## config.mk

```make
export PLATFORM = sky130hd
export DESIGN_NAME = vend_ctrl
export DESIGN_NICKNAME = d
export VERILOG_FILES = /design/src/rtl/vend_pkg.sv /design/src/rtl/vend_payout.sv /design/src/rtl/vend_ctrl.sv
export SDC_FILE = /design/constraint.sdc
export NUM_CORES = 1
export LEC_CHECK = 0
export ABC_AREA = 0
export BUFFER_PORTS_ARGS = -buffer_cell sky130_fd_sc_hd__buf_2
export CORE_MARGIN = 3
export CORE_UTILIZATION = 60
export DETAILED_ROUTE_END_ITERATION = 12
export GPL_TIMING_DRIVEN = 0
export MAX_ROUTING_LAYER = met4
export PLACE_DENSITY = 0.93
export REMOVE_ABC_BUFFERS = 1
export SLEW_MARGIN = 20
export SYNTH_ARGS = -nofsm -noshare
export SYNTH_HDL_FRONTEND = slang
export SYNTH_HIERARCHICAL = 1
export SYNTH_SLANG_ARGS = --single-unit
```

## constraint.sdc

```tcl
create_clock -name clk -period 6 [get_ports clk]
set_input_delay 0.6 -clock clk [delete_from_list [all_inputs] [get_ports clk]]
set_output_delay 0.6 -clock clk [all_outputs]
set_load 0.01 [all_outputs]
```

## src/rtl/vend_pkg.sv

```systemverilog
// Shared types, coin values and coin decoding for the vending controller.
package vend_pkg;

  typedef enum logic [1:0] {
    COLLECT = 2'd0,
    VEND    = 2'd1,
    PAYOUT  = 2'd2,
    REFUND  = 2'd3
  } state_t;

  localparam int unsigned NICKEL_C  = 5;
  localparam int unsigned DIME_C    = 10;
  localparam int unsigned QUARTER_C = 25;
  localparam int unsigned COIN_W    = 5;

  // Value of a single inserted coin; zero when no coin or several at once.
  function automatic logic [COIN_W-1:0] coin_value(input logic n, input logic d, input logic q);
    logic [COIN_W-1:0] v;
    case ({n, d, q})
      3'b100:  v = COIN_W'(NICKEL_C);
      3'b010:  v = COIN_W'(DIME_C);
      3'b001:  v = COIN_W'(QUARTER_C);
      default: v = '0;
    endcase
    return v;
  endfunction

endpackage

```

## src/rtl/vend_payout.sv

```systemverilog
// Change dispenser: holds the owed amount and pays it out one coin per cycle,
// dimes first, while run is high. Shared by the vend-change and refund paths.
module vend_payout
  import vend_pkg::*;
#(
  parameter int unsigned CW = 8
) (
  input  logic          clk,
  input  logic          rst_n,
  input  logic          load,
  input  logic [CW-1:0] load_val,
  input  logic          run,
  output logic          dime_out,
  output logic          nickel_out,
  output logic          zero_c,
  output logic          done_c
);

  localparam logic [CW-1:0] DIME_V   = CW'(DIME_C);
  localparam logic [CW-1:0] NICKEL_V = CW'(NICKEL_C);

  logic [CW-1:0] change;
  logic [CW-1:0] paid_c;

  always_comb begin
    paid_c = '0;
    if (change >= DIME_V) begin
      paid_c = DIME_V;
    end else if (change == NICKEL_V) begin
      paid_c = NICKEL_V;
    end
  end

  always_ff @(posedge clk or negedge rst_n) begin
    if (!rst_n) begin
      change <= '0;
    end else if (load) begin
      change <= load_val;
    end else if (run) begin
      change <= change - paid_c;
    end
  end

  // Coin pulses are decoded from the change register while a payout is running.
  assign dime_out   = run && (change >= DIME_V);
  assign nickel_out = run && (change == NICKEL_V);
  assign zero_c     = (change == '0);
  assign done_c     = run && ((change == DIME_V) || (change == NICKEL_V));

endmodule

```

## src/rtl/vend_ctrl.sv

```systemverilog
// Vending controller: accumulates coin credit toward PRICE, releases the item,
// then returns change or refunds on cancel through vend_payout.
module vend_ctrl
  import vend_pkg::*;
#(
  parameter int unsigned PRICE = 35,
  parameter int unsigned CW    = 8
) (
  input  logic          clk,
  input  logic          rst_n,
  input  logic          nickel,
  input  logic          dime,
  input  logic          quarter,
  input  logic          cancel,
  output logic          release_out,  // "release" is a reserved word
  output logic          nickel_out,
  output logic          dime_out,
  output logic          coin_reject,
  output logic          busy,
  output logic [CW-1:0] credit
);

  if ((PRICE < 5) || ((PRICE % 5) != 0)) begin : g_price_chk
    $error("vend_ctrl: PRICE must be a multiple of 5 and at least 5");
  end
  if (((64'd1 << CW) - 64'd1) < (64'(PRICE) + 64'd20)) begin : g_width_chk
    $error("vend_ctrl: CW too narrow for PRICE plus largest overshoot");
  end

  localparam logic [CW:0] PRICE_W = (CW+1)'(PRICE);

  state_t        state, state_n;
  logic [CW-1:0] credit_n;
  logic          reject_n;
  logic          load;
  logic [CW-1:0] load_val;
  logic          run;
  logic          zero_c;
  logic          done_c;
  logic [1:0]    coin_cnt;
  logic          any_coin;
  logic [CW:0]   sum;

  assign coin_cnt = 2'(nickel) + 2'(dime) + 2'(quarter);
  assign any_coin = (coin_cnt != 2'd0);
  assign sum      = {1'b0, credit} + (CW+1)'(coin_value(nickel, dime, quarter));
  assign run      = (state == PAYOUT) || (state == REFUND);

  // State, credit and reject registers.
  always_ff @(posedge clk or negedge rst_n) begin
    if (!rst_n) begin
      state       <= COLLECT;
      credit      <= '0;
      coin_reject <= 1'b0;
    end else begin
      state       <= state_n;
      credit      <= credit_n;
      coin_reject <= reject_n;
    end
  end

  // Next-state, credit update and change-load decisions.
  always_comb begin
    state_n  = state;
    credit_n = credit;
    reject_n = 1'b0;
    load     = 1'b0;
    load_val = '0;
    case (state)
      COLLECT: begin
        if (cancel && (credit != '0)) begin
          load     = 1'b1;
          load_val = credit;
          credit_n = '0;
          state_n  = REFUND;
          reject_n = any_coin;
        end else if (coin_cnt > 2'd1) begin
          reject_n = 1'b1;
        end else if (any_coin) begin
          if (sum >= PRICE_W) begin
            load     = 1'b1;
            load_val = CW'(sum - PRICE_W);
            credit_n = '0;
            state_n  = VEND;
          end else begin
            credit_n = CW'(sum);
          end
        end
      end
      VEND: begin
        reject_n = any_coin;
        state_n  = zero_c ? COLLECT : PAYOUT;
      end
      PAYOUT, REFUND: begin
        reject_n = any_coin;
        if (done_c) begin
          state_n = COLLECT;
        end
      end
      default: state_n = COLLECT;
    endcase
  end

  assign release_out = (state == VEND);
  assign busy        = (state != COLLECT);

  vend_payout #(.CW(CW)) u_payout (
    .clk        (clk),
    .rst_n      (rst_n),
    .load       (load),
    .load_val   (load_val),
    .run        (run),
    .dime_out   (dime_out),
    .nickel_out (nickel_out),
    .zero_c     (zero_c),
    .done_c     (done_c)
  );

endmodule
```

==> flow_metrics.env, run 1 <==
export IMPL_groute_usage_overall_pct=23.73
export IMPL_synthesis_area_um2=1818
export IMPL_worst_slack_ns=2.036
export IMPL_p_sw_mw=0.05593
export IMPL_pwr_share_clk_pct=28.9
export IMPL_cts_tree="yes"
export IMPL_synth_area_leaders="dfrtp_1, ha_1, nor2_1, fa_1, o21ai_0"
export IMPL_seq_area_frac_synth_pct=26.15
export IMPL_seq_area_um2=475.5
export IMPL_drv_slew=0
export IMPL_globalplace_congestion=0.8705
export IMPL_cp_end_kind="register"
export IMPL_layout_drive_gt1_share_pct=15.84
export IMPL_p_comb_share_pct=12.8
export IMPL_post_place_ws_ns=1.735
export IMPL_hp_class="primary input to asynchronous set/reset pin"
export IMPL_multi_input_area_um2=1247
export IMPL_ios=19
export IMPL_ant_nets=0
export IMPL_critPathKind="primary input to register"
export IMPL_cts_root_buf="clkbuf_4"
export IMPL_drtIter0Drc=112
export IMPL_dpl_cell_area_um2=1878
export IMPL_stdcell_count=252
export IMPL_cts_hold_buf=0
export IMPL_synth_ff_type="dfrtp_1"
export IMPL_grt_busiest_layer="met2"
export IMPL_path_cells="buf_2, nor3b_1, or2_2, ha_1, fa_1, ha_1, a211oi_1, o221ai_1, a211o_1, o21ba_1, or3b_2, o21ai_0"
export IMPL_synth_cells=210
export IMPL_p_leak_nw=0.8833
export IMPL_place_inst=248
export IMPL_worst_path_max_fanout=18
export IMPL_clk_pin_slew_worst_paths_ns=0.10
export IMPL_worstMarginPinSlew_ns=0.8225
export IMPL_critPathArrivalTime_ns=4.18
export IMPL_tns_ns=0
export IMPL_yosys_warnings=6
export IMPL_worstSetupStartpointType="primary input"
export IMPL_wire_per_inst_um=14.96
export IMPL_wl_mm=3.770
export IMPL_design_power_total_mw=0.2211
export IMPL_met1_usage_pct=32.94
export IMPL_worstPathRequired_ns=6.22
export IMPL_die_w_um=61.05
export IMPL_vias=1636
export IMPL_clock_skew_ns=0.006276
export IMPL_die_y_um=61.05
export IMPL_crit_slowest_cell="or3b_2"
export IMPL_netSwitchingFraction_pct=25.29
export IMPL_num_fill_cells=231
export IMPL_cp_slowest_stage_delay_ns=0.53
export IMPL_netlist_area_leader_share_pct=26.15
export IMPL_cts_buffers=3
export IMPL_p_int_mw=0.1652
export IMPL_fin_util_pct=67.32
export IMPL_grt_setup_unrepaired="false"
export IMPL_gr_usage_met2_pct=35.95
export IMPL_vias_per_cell=6.492
export IMPL_use_met3_pct=5.451
export IMPL_drc=0
export IMPL_grt_pass1_vias=1451
export IMPL_p_per_area_nw_per_um2=116.1
export IMPL_timing_fmax_ghz=0.2523
export IMPL_cp_common_cell="ha_1"
export IMPL_max_vdd_ir_drop_mv=0.1432
export IMPL_clock_latency_ns=0.30
export IMPL_postLayoutCellArea_um2=1904
export IMPL_path_buf_inv=1
export IMPL_postCtsSetupBuffers=0
export IMPL_overflow=0
export IMPL_core_um2=2829
export IMPL_syn_to_final_growth_pct=4.749
export IMPL_drv_cap=0
export IMPL_layout_commonest_cell="dfrtp_1"
export IMPL_yosysUniqueCellTypes=55
export IMPL_drt_pass1_iter_count=5
export IMPL_async_flop_share_pct=100.0
export IMPL_path_delay_family="compound AO/OA/AOI/OAI gates"
export IMPL_status="completed"
export IMPL_slew_headroom_pct=44.80
export IMPL_pwr_share_seq_pct=58.3
export IMPL_grt_pass1_wl_mm=6.513
export IMPL_hold_violations=0
export IMPL_cts_resized_gates=0
export IMPL_cts_max_level=1
export IMPL_core_rowCount=19
export IMPL_mostFrequentLayoutCells="dfrtp_1, nor2_1, buf_2"
export IMPL_hold_ws_ns=0.2165
export IMPL_port_buffers=18
export IMPL_fin_crit_ns=3.964
export IMPL_synth_seq_cells=19
export IMPL_synth_area_leader_cell="dfrtp_1"
export IMPL_dpl_hpwl_mm=2.965
export IMPL_layout_nets=241
export IMPL_post_route_period_util_pct=66.07
export IMPL_num_antenna_cells=0
export IMPL_setup_violations=0
export IMPL_cts_sinks=19
export IMPL_start_util_pct=64.26
export IMPL_fp_dieArea_um2=3726
export IMPL_synth_edf_count=0
export IMPL_antenna_found_initial=0
export IMPL_synth_avg_cell_area_um2=8.657
export IMPL_clock_path_buffers=2
export IMPL_grt_max_degree=20
[cell families (layout without fill, tap and decap cells)]
family,count (synthesis),in the layout,share of synthesized area (%)
XOR/XNOR,10,10,4.817
flip-flops,19,19,26.15
multiplexers,4,4,2.340
buffers and inverters,18,29,5.230
AND/OR/NAND/NOR,86,86,26.63
adder cells (fa/ha/maj),13,13,10.19
AO/OA/AOI/OAI,60,60,24.64
[metal layers]
| metal | wire length, um | up-vias |
|---|---|---|
| li1 | - | 802 |
| met1 | 1703 | 780 |
| met2 | 1812 | 52 |
| met3 | 237 | 2 |
| met4 | 17 | 0 |
| met5 | 0 | - |
[synthesized netlist by cell type, types with 2 or more instances]
cell      count
o21ai_1       3
nor4_1        5
mux2i_1       2
ha_1         10
nand3_1       5
o21ai_0      12
nand2_1      15
a32oi_1       6
o221ai_1      3
dfrtp_1      19
o31a_1        3
and4b_1       2
and2_1        6
or3b_2        2
or2_2         2
nor2_1       18
buf_6         3
and3_1        3
nor2b_1       4
xnor2_1       4
a211o_1       2
a22o_1        6
clkbuf_1      4
buf_2         4
mux2_2        2
nand4_1       2
inv_1         6
nand2b_1      8
xor2_1        6
a211oi_2      2
fa_1          3
nor3b_1       6
a21oi_1      10
[power groups by stage]
stage | combinational [mW] | clock (mW) | sequential [mW]
2_1_floorplan | 0.0171 | 0 | 0.132
3_3_place_gp | 0.0275 | 0 | 0.131
3_5_place_dp | 0.0281 | 0 | 0.131
4_1_cts | 0.0282 | 0.0652 | 0.129
5_1_grt | 0.0318 | 0.0715 | 0.129
6_report | 0.0283 | 0.0639 | 0.129
[worst paths after layout]
path	end	depth (start not counted)	start	slack [ns]
setup / recovery	u_payout/change[3]	12	dime	2.04
hold / removal	credit[6]	1	rst_n	0.22
setup reg to reg	u_payout/change[3]	9	credit[0]	2.50
hold reg to reg	state[0]	2	state[0]	0.59
max in group asynchronous	credit[2]	1	rst_n	5.49
min in group clk	state[0]	2	state[0]	0.59
[worst register-to-register path: cells and delay by family, from the launching register on]
family | cells | cell delay (ns)
compound gates | 6 | 1.73
fa+ha+maj | 2 | 0.71
simple gates | 1 | 0.53
flops | 1 | 0.46
[cell type report]
class                           count  share of cell area (%)
Clock buffer                        4                   1.380
Inverter                            7                   1.380
Multi-Input combinational cell    173                   65.51
Sequential cell                    19                   24.97
Tap cell                           31                   2.037
Timing Repair Buffer               18                   4.731
[sequential cells by signal, summed over array words and instances (netlist names)]
name / flops
state: 2
credit: 8
u_payout/change: 8
coin_reject: 1
No activity file was read; power rests on OpenSTA's default activity.
==> inputs of run 2 (changes only) <==
--- a/config.mk
+++ b/config.mk
@@ -8,11 +8,11 @@
 export ABC_AREA = 0
 export BUFFER_PORTS_ARGS = -buffer_cell sky130_fd_sc_hd__buf_2
 export CORE_MARGIN = 3
-export CORE_UTILIZATION = 60
+export CORE_UTILIZATION = 59
 export DETAILED_ROUTE_END_ITERATION = 12
 export GPL_TIMING_DRIVEN = 0
 export MAX_ROUTING_LAYER = met4
-export PLACE_DENSITY = 0.93
+export PLACE_DENSITY = 0.92
 export REMOVE_ABC_BUFFERS = 1
 export SLEW_MARGIN = 20
 export SYNTH_ARGS = -nofsm -noshare
==> constraint.sdc (replaced) <==
create_clock -name clk -period 3.9 [get_ports clk]
set_input_delay 0.39 -clock clk [delete_from_list [all_inputs] [get_ports clk]]
set_output_delay 0.39 -clock clk [all_outputs]
set_load 0.01 [all_outputs]
==> run 2 against run 1 <==
The run now ends with negative hold slack left. Clock skew grew 0.013 ns. Final area increased by 0.33%. Via count rose by 0.61%. Critical path depth unchanged. Count of clock-buffer cells in the layout down 1. Non-clock buffer count unchanged. Clock power up 60%. Largest power group unchanged. Highest routed layer is now met3.
==> flow_metrics.env, run 2 (synthesized netlist as in run 1, its figures left out) <==
export IMPL_status="finished, violations left"
export IMPL_violations="negative hold slack"
export IMPL_clock_latency_ns=0.31
export IMPL_hp_class="primary input to asynchronous set/reset pin"
export IMPL_cts_sinks=19
export IMPL_grt_max_degree=20
export IMPL_p_per_area_nw_per_um2=180.7
export IMPL_worstMarginPinSlew_ns=0.8866
export IMPL_pwr_share_seq_pct=57.4
export IMPL_p_sw_mw=0.09240
export IMPL_syn_to_final_growth_pct=5.093
export IMPL_die_w_um=61.51
export IMPL_wire_per_inst_um=15.90
export IMPL_layout_commonest_cell="dfrtp_1"
export IMPL_clock_skew_ns=0.01882
export IMPL_layout_nets=241
export IMPL_worst_path_max_fanout=18
export IMPL_gr_usage_met2_pct=37.37
export IMPL_critPathArrivalTime_ns=3.90
export IMPL_timing_fmax_ghz=0.2731
export IMPL_critPathKind="primary input to register"
export IMPL_cp_end_kind="register"
export IMPL_mostFrequentLayoutCells="dfrtp_1, nor2_1, buf_2"
export IMPL_start_util_pct=63.73
export IMPL_fin_crit_ns=3.661
export IMPL_port_buffers=18
export IMPL_p_int_mw=0.2529
export IMPL_post_route_period_util_pct=93.87
export IMPL_cts_root_buf="clkbuf_4"
export IMPL_use_met3_pct=3.983
export IMPL_top_regs="credit x8, u_payout/change x8, state x2"
export IMPL_vias=1646
export IMPL_postCtsSetupBuffers=0
export IMPL_seq_area_um2=475.5
export IMPL_hold_ws_ns=-0.004816
export IMPL_cts_max_level=1
export IMPL_dpl_hpwl_mm=3.075
export IMPL_drc=0
export IMPL_die_y_um=61.51
export IMPL_worstPathRequired_ns=4.14
export IMPL_crit_path_start="quarter"
export IMPL_drv_slew=0
export IMPL_drt_pass1_iter_count=4
export IMPL_core_um2=2853
export IMPL_ant_nets=0
export IMPL_p_leak_nw=0.8713
export IMPL_clk_pin_slew_worst_paths_ns=0.12
export IMPL_wl_mm=4.008
export IMPL_groute_usage_overall_pct=23.82
export IMPL_max_vdd_ir_drop_mv=0.1849
export IMPL_met1_usage_pct=33.29
export IMPL_worstSetupStartpointType="primary input"
export IMPL_fp_dieArea_um2=3783
export IMPL_cts_buffers=3
export IMPL_p_comb_share_pct=13.1
export IMPL_grt_pass1_wl_mm=6.679
export IMPL_r2r_start="credit[0]"
export IMPL_layout_drive_gt1_share_pct=17.19
export IMPL_place_inst=248
export IMPL_netSwitchingFraction_pct=26.76
export IMPL_num_antenna_cells=0
export IMPL_clock_path_buffers=2
export IMPL_stdcell_count=252
export IMPL_multi_input_area_um2=1252
export IMPL_hold_violations=11
export IMPL_vias_per_cell=6.532
export IMPL_setup_violations=0
export IMPL_drv_cap=0
export IMPL_core_rowCount=19
export IMPL_overflow=0
export IMPL_drtIter0Drc=121
export IMPL_num_fill_cells=241
export IMPL_ios=19
export IMPL_globalplace_congestion=0.8510
export IMPL_antenna_found_initial=0
export IMPL_pwr_share_clk_pct=29.5
export IMPL_cts_tree="yes"
export IMPL_slew_headroom_pct=40.50
export IMPL_grt_pass1_vias=1481
export IMPL_grt_busiest_layer="met2"
export IMPL_grt_setup_unrepaired="false"
[run 2: changes by cell type in the layout (fill, tap and decap cells not counted)]
cell / previous run / this run
clkbuf_1: 1 / 0
o21ba_2: 0 / 1
o21ba_1: 1 / 0
nor3b_2: 0 / 1
nor3b_1: 6 / 5
clkinv_2: 0 / 1
[run 2: path summary, 6_finish.rpt]
path	to	slack [ns]	depth (start not counted)
max reg2reg	u_payout/change[3]	0.43	9
min in group clk	u_payout/change[6]	0.53	5
max	u_payout/change[3]	0.24	12
min reg2reg	state[0]	0.61	2
min	credit[7]	-0.005	1
max in group asynchronous	u_payout/change[1]	3.59	1
[run 2: power by group through the flow]
stage | clock network [mW] | registers (mW) | logic (mW)
final | 0.102 | 0.198 | 0.0451
after global routing | 0.115 | 0.198 | 0.0502
after CTS | 0.105 | 0.198 | 0.0446
after detailed placement | 0 | 0.202 | 0.0443
after global placement | 0 | 0.202 | 0.0422
after floorplan | 0 | 0.203 | 0.0263
[run 2: cell type report]
| cell class | instances | share of cell area (%) |
|---|---|---|
| clock buffers | 3 | 1.179 |
| clock inverters | 1 | 0.2620 |
| inverters | 7 | 1.375 |
| multi-input cells | 173 | 65.55 |
| flip-flops and latches | 19 | 24.89 |
| well taps | 31 | 2.030 |
| repair buffers | 18 | 4.715 |
[run 2: timing repair]
action | 4_1_cts | 5_1_grt
setup endpoints to repair | 0 | 1
hold buffers | 0 | 0
resized for setup | 0 | 2
[run 2: layer usage]
layer / vias up / part of all wire (%)
met4: 0 / 0
met2: 63 / 47
met3: 0 / 7.6
met1: 782 / 46
li1: 801 / -
met5: - / 0
[run 2: through the flow]
step | worst slack (ns) | utilization, % | total power [mW] | area [um^2] | TNS [ns]
global placement | -0.05922 | 65.83 | 0.2444 | 1878 | -0.05922
global route | 0.1041 | 66.97 | 0.3640 | 1911 | 0
finish | 0.2390 | 66.97 | 0.3453 | 1911 | 0
CTS | 0.1458 | 66.80 | 0.3476 | 1906 | 0
detailed placement | -0.1791 | 65.83 | 0.2463 | 1878 | -0.1791
floorplan | 0.3359 | - | 0.2293 | 1749 | 0
[run 2: worst max-delay path: stages]
cell      delay, ns
buf_2          0.12
nor3b_2        0.17
or2_2          0.29
ha_1           0.23
fa_1           0.52
ha_1           0.28
a211oi_1       0.25
o221ai_1       0.16
a211o_1        0.48
o21ba_2        0.38
or3b_2         0.48
o21ai_0        0.15
==> inputs of run 3 (changes only) <==
--- a/config.mk
+++ b/config.mk
@@ -8,14 +8,12 @@
 export ABC_AREA = 0
 export BUFFER_PORTS_ARGS = -buffer_cell sky130_fd_sc_hd__buf_2
 export CORE_MARGIN = 3
-export CORE_UTILIZATION = 59
+export CORE_UTILIZATION = 58
 export DETAILED_ROUTE_END_ITERATION = 12
 export GPL_TIMING_DRIVEN = 0
 export MAX_ROUTING_LAYER = met4
-export PLACE_DENSITY = 0.92
+export PLACE_DENSITY = 0.91
 export REMOVE_ABC_BUFFERS = 1
-export SLEW_MARGIN = 20
 export SYNTH_ARGS = -nofsm -noshare
 export SYNTH_HDL_FRONTEND = slang
-export SYNTH_HIERARCHICAL = 1
 export SYNTH_SLANG_ARGS = --single-unit
==> constraint.sdc (replaced) <==
create_clock -name clk -period 3.9 [get_ports clk]
set_input_delay 0.195 -clock clk [delete_from_list [all_inputs] [get_ports clk]]
set_output_delay 0.195 -clock clk [all_outputs]
set_load 0.01 [all_outputs]
==> run 3 against run 2 <==
The flow now finishes without violations. Die area decreased by 4.8%. First-iteration DRC count decreased by 12%. Wire length increased by 0.92%. Flip-flop and latch count unchanged. Non-clock buffer count increased by 1. Via count decreased by 3.4%. Global-route usage increased by 2.2 points. Maximum frequency increased by 18%. Register-to-register slack improved by 0.37 ns. Critical endpoint is now u_payout.change[7]. Highest routed layer is now met4.
==> flow_metrics.env, run 3 <==
export IMPL_clock_path_buffers=2
export IMPL_p_per_area_nw_per_um2=826.9
export IMPL_die_w_um=60.03
export IMPL_synth_area_leaders="dfrtp_1, ha_1, o21ai_0, fa_1, a211oi_1"
export IMPL_vias_per_cell=6.543
export IMPL_hold_ws_ns=0.3330
export IMPL_critPathArrivalTime_ns=3.26
export IMPL_p_leak_nw=0.8095
export IMPL_path_delay_family="compound AO/OA/AOI/OAI gates"
export IMPL_port_buffers=18
export IMPL_critPathKind="register to register"
export IMPL_mostFrequentLayoutCells="dfrtp_1, buf_2, nor2_1"
export IMPL_worst_path_max_fanout=8
export IMPL_multi_input_area_um2=1154
export IMPL_worstSetupStartpointType="register"
export IMPL_die_y_um=60.03
export IMPL_cts_tree="yes"
export IMPL_synthTopCellsByCount="dfrtp_1, nor2_1, o21ai_0, inv_1"
export IMPL_cts_sinks=19
export IMPL_r2r_start="credit[0]"
export IMPL_synth_seq_cells=19
export IMPL_synth_cells=196
export IMPL_status="completed"
export IMPL_netlist_area_leader_share_pct=28.09
export IMPL_path_cells="ha_1, fa_1, xor2_1, a21oi_1, o221ai_4, o32ai_2, o21ai_1, a211oi_1, a211oi_1"
export IMPL_wire_per_inst_um=16.65
export IMPL_seq_area_um2=475.5
export IMPL_grt_max_degree=22
export IMPL_num_antenna_cells=0
export IMPL_cp_common_cell="a211oi_1"
export IMPL_ant_nets=0
export IMPL_postLayoutCellArea_um2=1834
export IMPL_yosys_warnings=0
export IMPL_path_buf_inv=0
export IMPL_wl_mm=4.045
export IMPL_yosysUniqueCellTypes=53
export IMPL_post_synth_top_count_cell="dfrtp_1"
export IMPL_fp_dieArea_um2=3603
export IMPL_slew_headroom_pct=38.43
export IMPL_tns_ns=0
export IMPL_synth_avg_cell_area_um2=8.637
export IMPL_seq_area_frac_synth_pct=28.09
export IMPL_grt_pass1_vias=1549
export IMPL_fin_util_pct=70.21
export IMPL_top_regs="credit x8, u_payout.change x8, state x2"
export IMPL_stdcell_count=243
export IMPL_dpl_hpwl_mm=3.130
export IMPL_layout_drive_gt1_share_pct=16.43
export IMPL_hold_violations=0
export IMPL_vias=1590
export IMPL_synth_edf_count=0
export IMPL_clock_skew_ns=0.008845
export IMPL_worstMarginPinSlew_ns=0.9192
export IMPL_synth_area_leader_cell="dfrtp_1"
export IMPL_crit_slowest_cell="dfrtp_1"
export IMPL_cp_slowest_stage_delay_ns=0.45
export IMPL_cts_resized_gates=0
export IMPL_crit_path_start="credit[0]"
export IMPL_antenna_found_initial=0
export IMPL_globalplace_congestion=0.9075
export IMPL_layout_commonest_cell="dfrtp_1"
export IMPL_synth_ff_type="dfrtp_1"
export IMPL_cts_root_buf="clkbuf_4"
export IMPL_setup_violations=0
export IMPL_syn_to_final_growth_pct=8.352
export IMPL_drv_slew=0
export IMPL_clock_latency_ns=0.30
export IMPL_core_rowCount=18
export IMPL_hp_class="primary input to register"
export IMPL_cts_buffers=3
export IMPL_groute_usage_overall_pct=25.99
export IMPL_drv_cap=0
export IMPL_core_um2=2613
export IMPL_timing_fmax_ghz=0.3223
export IMPL_drc=0
export IMPL_cts_max_level=1
export IMPL_drtIter0Drc=106
export IMPL_async_flop_share_pct=100.0
export IMPL_overflow=0
export IMPL_layout_nets=233
export IMPL_grt_pass1_wl_mm=6.920
export IMPL_ios=19
export IMPL_cp_end_kind="register"
export IMPL_start_util_pct=64.80
export IMPL_num_fill_cells=217
export IMPL_drt_pass1_iter_count=4
export IMPL_worstPathRequired_ns=4.06
export IMPL_clk_pin_slew_worst_paths_ns=0.11
export IMPL_fin_crit_ns=3.103
export IMPL_grt_setup_unrepaired="false"
export IMPL_max_vdd_ir_drop_mv=0.5638
export IMPL_place_inst=238
export IMPL_worstHoldStart="cancel"
export IMPL_synthesis_area_um2=1693
export IMPL_dpl_cell_area_um2=1798
export IMPL_post_route_period_util_pct=79.56
[run 3: stage by stage]
| step | setup WS (ns) | total power, mW |
|---|---|---|
| floorplan | 0.9867 | 1.147 |
| global route | 0.4903 | 1.653 |
| detailed placement | 0.5344 | 1.396 |
| finish | 0.7972 | 1.517 |
| global placement | 0.5991 | 1.342 |
| CTS | 0.8062 | 1.502 |
[run 3: layer usage]
| layer | vias to the layer above | wire (um) | part of all wire (%) | track usage [%] |
|---|---|---|---|---|
| li1 | 772 | - | - | - |
| met1 | 757 | 1643 | 41 | 29.77 |
| met2 | 54 | 2116 | 52 | 45.37 |
| met3 | 7 | 207 | 5.1 | 2.592 |
| met4 | 0 | 78 | 1.9 | 11.71 |
| met5 | - | 0 | 0 | - |
[run 3: cells by family after synthesis]
kind of cell / share of synthesized area (%)
buffers and inverters: 3.769
AOI/OAI and AO/OA: 28.38
DFF: 28.09
xor gates and xnor gates: 5.173
muxes: 1.256
and+or+nand+nor: 22.40
adders and majority gates: 10.94
[run 3: what timing repair did]
item	4_1_cts	5_1_grt
endpoints found under the setup margin	0	0
setup buffers	0	0
endpoints found under the hold margin	19	0
hold buffers	1	0
[run 3: report_power, final]
group / internal (mW) / leakage (nW) / switching, mW
registers: 0.280 / 0.234 / 0.141
clock network: 0.0399 / 0.0150 / 0.0600
logic: 0.427 / 0.561 / 0.569
[run 3: final cells by class]
type	instances	area share (%)
clock buffers	4	1.432
flip-flops and latches	19	25.92
repair buffers	19	5.457
inverters	11	2.251
well taps	30	2.046
multi-input cells	160	62.89
[run 3: worst register-to-register path: cells and delay by family (launching register included)]
family,cells,cell delay (ns)
adder cells (fa/ha/maj),2,0.67
XOR/XNOR,1,0.22
AO/OA/AOI/OAI,6,1.62
flip-flops,1,0.45
[run 3: path summary, 6_finish.rpt]
kind | end | slack, ns | cells past startpoint
max | u_payout.change[7] | 0.80 | 9
min | u_payout.change[4] | 0.33 | 3
max reg2reg | u_payout.change[7] | 0.80 | 9
min reg2reg | state[0] | 0.62 | 2
max in group asynchronous | credit[5] | 3.24 | 2
min in group asynchronous | credit[2] | 0.35 | 2
